File: src/rtl/fifo_gray_reader_pkg.sv
// Shared constants and FSM encoding for the FIFO-to-grayscale read engine.
package gray_pkg;

  // Luma weights sum to 256 so the shifted result always fits in one byte.
  localparam logic [7:0] W_R = 8'd77;
  localparam logic [7:0] W_G = 8'd150;
  localparam logic [7:0] W_B = 8'd29;
  localparam int         SHIFT = 8;

  localparam logic [1:0] CH_R = 2'd0;
  localparam logic [1:0] CH_G = 2'd1;
  localparam logic [1:0] CH_B = 2'd2;

  typedef enum logic [1:0] {
    S_FETCH,
    S_LATCH,
    S_CALC,
    S_OUT
  } state_t;

endpackage

File: src/rtl/fifo_gray_reader_weigh.sv
// Combinational weighted sum of one RGB pixel, truncated to a single luminance byte.
module gray_weigh
  import gray_pkg::*;
#(
  parameter int DATAWIDTH = 8
) (
  input  logic [DATAWIDTH-1:0] r,
  input  logic [DATAWIDTH-1:0] g,
  input  logic [DATAWIDTH-1:0] b,
  output logic [DATAWIDTH-1:0] y
);

  localparam int SW = DATAWIDTH + 8;

  logic [SW-1:0] sum;

  assign sum = SW'(r) * SW'(W_R) + SW'(g) * SW'(W_G) + SW'(b) * SW'(W_B);
  assign y   = DATAWIDTH'(sum >> SHIFT);

endmodule

File: src/rtl/fifo_gray_reader.sv
// Drains R,G,B bytes from the FIFO read port, forms one gray byte per pixel and
// offers it on a valid/ready stream; reading stalls while the output is pending.
module fifo_gray_reader
  import gray_pkg::*;
#(
  parameter int DATAWIDTH = 8,
  parameter int CNTWIDTH  = 16
) (
  input  logic                 clk,
  input  logic                 rst,
  input  logic                 fifo_empty,
  output logic                 fifo_rd,
  input  logic [DATAWIDTH-1:0] fifo_data,
  output logic [DATAWIDTH-1:0] gray_data,
  output logic                 gray_valid,
  input  logic                 gray_ready,
  output logic [CNTWIDTH-1:0]  pix_count
);

  state_t               state;
  state_t               next_state;
  logic [1:0]           ch_idx;
  logic [DATAWIDTH-1:0] ch_r;
  logic [DATAWIDTH-1:0] ch_g;
  logic [DATAWIDTH-1:0] ch_b;
  logic [DATAWIDTH-1:0] weighed;

  gray_weigh #(.DATAWIDTH(DATAWIDTH)) u_weigh (
    .r(ch_r),
    .g(ch_g),
    .b(ch_b),
    .y(weighed)
  );

  always_ff @(posedge clk or posedge rst) begin
    if (rst) state <= S_FETCH;
    else     state <= next_state;
  end

  // The pop strobe exists only in FETCH, so LATCH/CALC/OUT can never underflow the FIFO.
  always_comb begin
    next_state = state;
    fifo_rd    = 1'b0;
    case (state)
      S_FETCH: begin
        fifo_rd = !fifo_empty && !rst;
        if (!fifo_empty) next_state = S_LATCH;
      end
      S_LATCH: next_state = (ch_idx == CH_B) ? S_CALC : S_FETCH;
      S_CALC:  next_state = S_OUT;
      S_OUT:   if (gray_ready) next_state = S_FETCH;
      default: next_state = S_FETCH;
    endcase
  end

  always_ff @(posedge clk or posedge rst) begin
    if (rst) begin
      ch_idx     <= CH_R;
      ch_r       <= '0;
      ch_g       <= '0;
      ch_b       <= '0;
      gray_data  <= '0;
      gray_valid <= 1'b0;
      pix_count  <= '0;
    end else begin
      case (state)
        S_LATCH: begin
          case (ch_idx)
            CH_R:    ch_r <= fifo_data;
            CH_G:    ch_g <= fifo_data;
            CH_B:    ch_b <= fifo_data;
            default: ;
          endcase
          ch_idx <= (ch_idx == CH_B) ? CH_R : ch_idx + 2'd1;
        end
        S_CALC: begin
          gray_data  <= weighed;
          gray_valid <= 1'b1;
        end
        S_OUT: begin
          if (gray_ready) begin
            gray_valid <= 1'b0;
            pix_count  <= pix_count + CNTWIDTH'(1);
          end
        end
        default: ;
      endcase
    end
  end

endmodule

File: config.mk
export PLATFORM = sky130hd
export DESIGN_NAME = fifo_gray_reader
export DESIGN_NICKNAME = d
export VERILOG_FILES = /design/src/rtl/fifo_gray_reader_pkg.sv /design/src/rtl/fifo_gray_reader_weigh.sv /design/src/rtl/fifo_gray_reader.sv
export SDC_FILE = /design/constraint.sdc
export NUM_CORES = 1
export LEC_CHECK = 0
export ABC_AREA = 1
export CAP_MARGIN = 25
export CORE_AREA = 4 4 112 136
export DETAILED_ROUTE_END_ITERATION = 8
export DIE_AREA = 0 0 116 140
export GPL_TIMING_DRIVEN = 0
export PLACE_DENSITY = 0.62
export SYNTH_ARGS = -nofsm -noshare
export SYNTH_HDL_FRONTEND = slang
export SYNTH_SLANG_ARGS = --single-unit
File: constraint.sdc
create_clock -name clk -period 7.15 [get_ports clk]
set_input_delay 1.0725 -clock clk [delete_from_list [all_inputs] [get_ports clk]]
set_output_delay 1.0725 -clock clk [all_outputs]
set_load 0.02 [all_outputs]
==> metrics.md, run 1 <==
| Metric | Value |
|---|---|
| Mux contribution to synthesized area | `0%` |
| Port Buffer Count | `37` |
| RSZ-0062 raised after global routing | `false` |
| Row cnt | `48` |
| Slew margin rel. | `61.89%` |
| Endpoint class of the critical path | `register` |
| Clock buffer depth | `2` |
| Netlist cell types | `31` |
| Synth Register Bits | `53` |
| Crit path max fanout | `5` |
| Critical Path AT | `6.44 ns` |
| Synth Area in Compound Gates | `5.865%` |
| Vias | `4052` |
| Synth Area in Simple Gates | `16.63%` |
| Kind of critical path | `register to register` |
| Clk sinks | `53` |
| FILL cells | `1396` |
| Root Buffer | `clkbuf_16` |
| Critical Path End | `gray_data[6]$_DFFE_PP0P_` |
| Die Span Y | `140 um` |
| TritonCTS clock tree | `yes` |
| N_diodes | `0` |
| WP buf/inv | `4` |
| Highest clock rate | `0.1597 GHz` |
| Tot GR Track Use | `14.78%` |
| YS warnings | `0` |
| Family with the most delay on the worst path | `adder cells` |
| Status | `finished clean` |
| Skew-Pair Late Insertion Delay | `0.30 ns` |
| CTS Buf Count | `5` |
| Tightest Hold Check Type | `register to register` |
| I/O pin count | `38` |
| FF+latch area | `1326 sq um` |
| Die area | `16240 sq um` |
| Avg Cell Area, Syn | `8.866 sq um` |
| Post-synth EDFFs | `0` |
| Min Hold Slack | `0.4788 ns` |
| CP Data Required Time | `7.33 ns` |
| DRC errors left | `0` |
| Initial antenna violation count | `0` |
| R2R Path End | `gray_data[6]$_DFFE_PP0P_` |
| Synth Net Count | `768` |
| Measured slew at the worst slew-check pin | `0.5708 ns` |
| Post-CTS setup buffers | `0` |
| Critical path startpoint category | `register` |
| First-pass GRT wire length | `19.56 mm` |
| Multi-input gate area | `3612 sq um` |
| Synth Area in Adders | `39.63%` |
| Largest family of logic cells by synthesized area | `adder cells` |
| CP cell instances | `ha_1, ha_1, inv_1, fa_1, fa_1, inv_1, ha_1, nand2_1, nand2_1, a31oi_1, xnor2_1, ha_1, fa_1, inv_1, fa_1, fa_1, inv_1, ha_1, a21oi_1, o21ai_0, a21oi_1, nand3_1, nand3_1, nand2_1` |
| Setup Viol. Count Final | `0` |
| Endpoints failing hold | `0` |
| Final period util | `87.57%` |
| Final ANT Viol Nets | `0` |
| Critical Path Source | `ch_g[4]$_DFFE_PP0P_` |
| Layout cells sized above 1 | `4.683%` |
| Largest net degree at the start of global routing | `30` |
| Largest stage delay on the critical path | `0.54 ns` |
| Core Region | `14050 sq um` |
| CTS Hold Bufs | `0` |
| Worst path slowest cell | `fa_1` |
| Asr flop ratio synth | `100.0%` |
| Initial Util | `38.86%` |
| Post-CTS Resized | `0` |
| CP Depth | `24` |
| Layout area overhead | `14.39%` |
| Overflow after GRT | `0` |
| Post-Route WL | `10.84 mm` |
| Vias per cell | `4.841` |
| R2R depth | `24` |
| Nets@finish | `813` |
| Max cap viols | `0` |
| Iter 0 DRT Violations | `120` |
| First-pass detailed-route iteration total | `4` |
| Routed wire per std cell | `12.95 um` |
| Post-Synth XOR/XNOR Area | `4.009%` |
| Routability cong. | `0.8742` |
| Post-synthesis sequential area ratio | `24.28%` |
| FF-to-FF Start | `ch_g[4]$_DFFE_PP0P_` |
| Final HPWL from detailed placement | `9.352 mm` |
| H-Tree Depth | `2` |
| Cell Area, Synth | `5461 sq um` |
| Chip width | `116 um` |
| Most used flip-flop cell after synthesis | `dfrtp_1` |
| Reg clk slew, reported paths | `0.07 ns` |
| Worst reg2reg setup slack | `0.89 ns` |
| Clock Skew | `0.006226 ns` |
| Mapped Cells | `616` |
| Crit path time final | `6.261 ns` |
| Vias in the first global route | `4322` |
| Slew Viols, Final | `0` |
| Setup TNS | `0 ns` |
-- cells by family after synthesis --
family,count (synthesis)
XOR/XNOR,25
buffers and inverters,138
AND/OR/NAND/NOR,199
flip-flops,53
adder cells (fa/ha/maj),140
AO/OA/AOI/OAI,61
-- worst reg2reg max path: stages, from the launching register on --
cell and delay [ns]:
dfrtp_1 0.46, ha_1 0.33, ha_1 0.28, inv_1 0.05, fa_1 0.49, fa_1 0.52
inv_1 0.04, ha_1 0.35, nand2_1 0.09, nand2_1 0.06, a31oi_1 0.17, xnor2_1 0.14
ha_1 0.27, fa_1 0.52, inv_1 0.05, fa_1 0.46, fa_1 0.54, inv_1 0.04
ha_1 0.36, a21oi_1 0.24, o21ai_0 0.18, a21oi_1 0.21, nand3_1 0.10, nand3_1 0.14
nand2_1 0.07
-- layout by cell type (no fill, tap or decap), types with 5 or more instances in the layout --
master,Yosys,routed
dfrtp_1,53,53
xnor2_1,15,15
xor2_1,10,10
ha_1,85,85
o21ai_0,30,30
a21oi_1,23,23
clkdlybuf4s50_1,0,37
nand2_1,121,121
nand3_1,29,29
clkbuf_16,0,5
inv_1,134,133
fa_1,55,55
nor2_1,21,21
nand4_1,6,6
-- Yosys cell counts, types with 2 or more instances --
master	count	area, sq um
inv_1	134	503.0
nand2_1	121	454.2
ha_1	85	1064
fa_1	55	1101
dfrtp_1	53	1326
o21ai_0	30	150.1
nand3_1	29	145.1
a21oi_1	23	115.1
nor2_1	21	78.83
xnor2_1	15	131.4
xor2_1	10	87.58
nand4_1	6	37.54
a31oi_1	3	18.77
nand3_2	3	30.03
nor2_4	3	33.78
or2_2	3	18.77
and2_1	2	12.51
clkbuf_2	2	10.01
nand2_2	2	12.51
nand3_4	2	35.03
nor2_2	2	12.51
nor3_1	2	10.01
o21bai_1	2	15.01
-- routing by layer --
layer,wire [um],global-route usage [%],vias to the layer above,part of all wire (%)
met4,214,4.459,0,2.0
li1,-,-,2019,-
met3,237,1.556,11,2.2
met5,0,0,-,0
met1,4759,18.59,1975,44
met2,5626,26.40,47,52
-- how the worst min path moves through the flow --
| stage | cells past startpoint | slack [ns] | end | startpoint |
|---|---|---|---|---|
| after floorplan | 2 | 0.53 | ch_g[6]$_DFFE_PP0P_ | ch_g[6]$_DFFE_PP0P_ |
| after global placement | 1 | 0.47 | pix_count[15]$_DFFE_PP0P_ | pix_count[15]$_DFFE_PP0P_ |
| after detailed placement | 2 | 0.47 | gray_data[4]$_DFFE_PP0P_ | gray_data[4]$_DFFE_PP0P_ |
| after CTS | 2 | 0.48 | gray_data[4]$_DFFE_PP0P_ | gray_data[4]$_DFFE_PP0P_ |
| after global routing | 2 | 0.51 | gray_data[4]$_DFFE_PP0P_ | gray_data[4]$_DFFE_PP0P_ |
| final | 2 | 0.48 | gray_data[4]$_DFFE_PP0P_ | gray_data[4]$_DFFE_PP0P_ |
-- through the flow --
stage               instance area (sq um)  setup WS (ns)  instances  util (%)
floorplan                            5461          1.356        616         -
global placement                     6051         0.9393        828     43.06
detailed placement                   6071         0.8868        829     43.20
CTS                                  6247         0.8712        837     44.45
global route                         6247         0.4139        837     44.45
finish                               6247         0.8889        837     44.45
-- area by class of cell --
class	count	share of cell area, %
Buffer	3	0.2403
Clock buffer	6	2.223
Clock inverter	2	0.6008
Inverter	135	8.131
Multi-Input combinational cell	425	57.82
Sequential cell	53	21.23
Tap cell	175	3.505
Timing Repair Buffer	38	6.249
-- registers in the layout, indices dropped and copies added (netlist names), named ones only --
name / count
gray_data: 8
ch_b: 8
ch_idx: 2
ch_r: 8
gray_valid: 1
ch_g: 8
state: 1
pix_count: 16
Power of run 1 is left out: the tool's default activity adds up to more than one toggle a clock period on the data nets, which glitch-free logic cannot reach.
==> inputs of run 2 (changes only) <==
--- a/config.mk
+++ b/config.mk
@@ -6,6 +6,7 @@
 export NUM_CORES = 1
 export LEC_CHECK = 0
 export ABC_AREA = 1
+export ABC_CLOCK_PERIOD_IN_PS = 7150
 export CAP_MARGIN = 25
 export CORE_AREA = 4 4 112 136
 export DETAILED_ROUTE_END_ITERATION = 8
==> results of run 2 <==
No change in the layout: final DEF, timing and power equal those of run 1.
Power of run 2 is left out for the same reason.
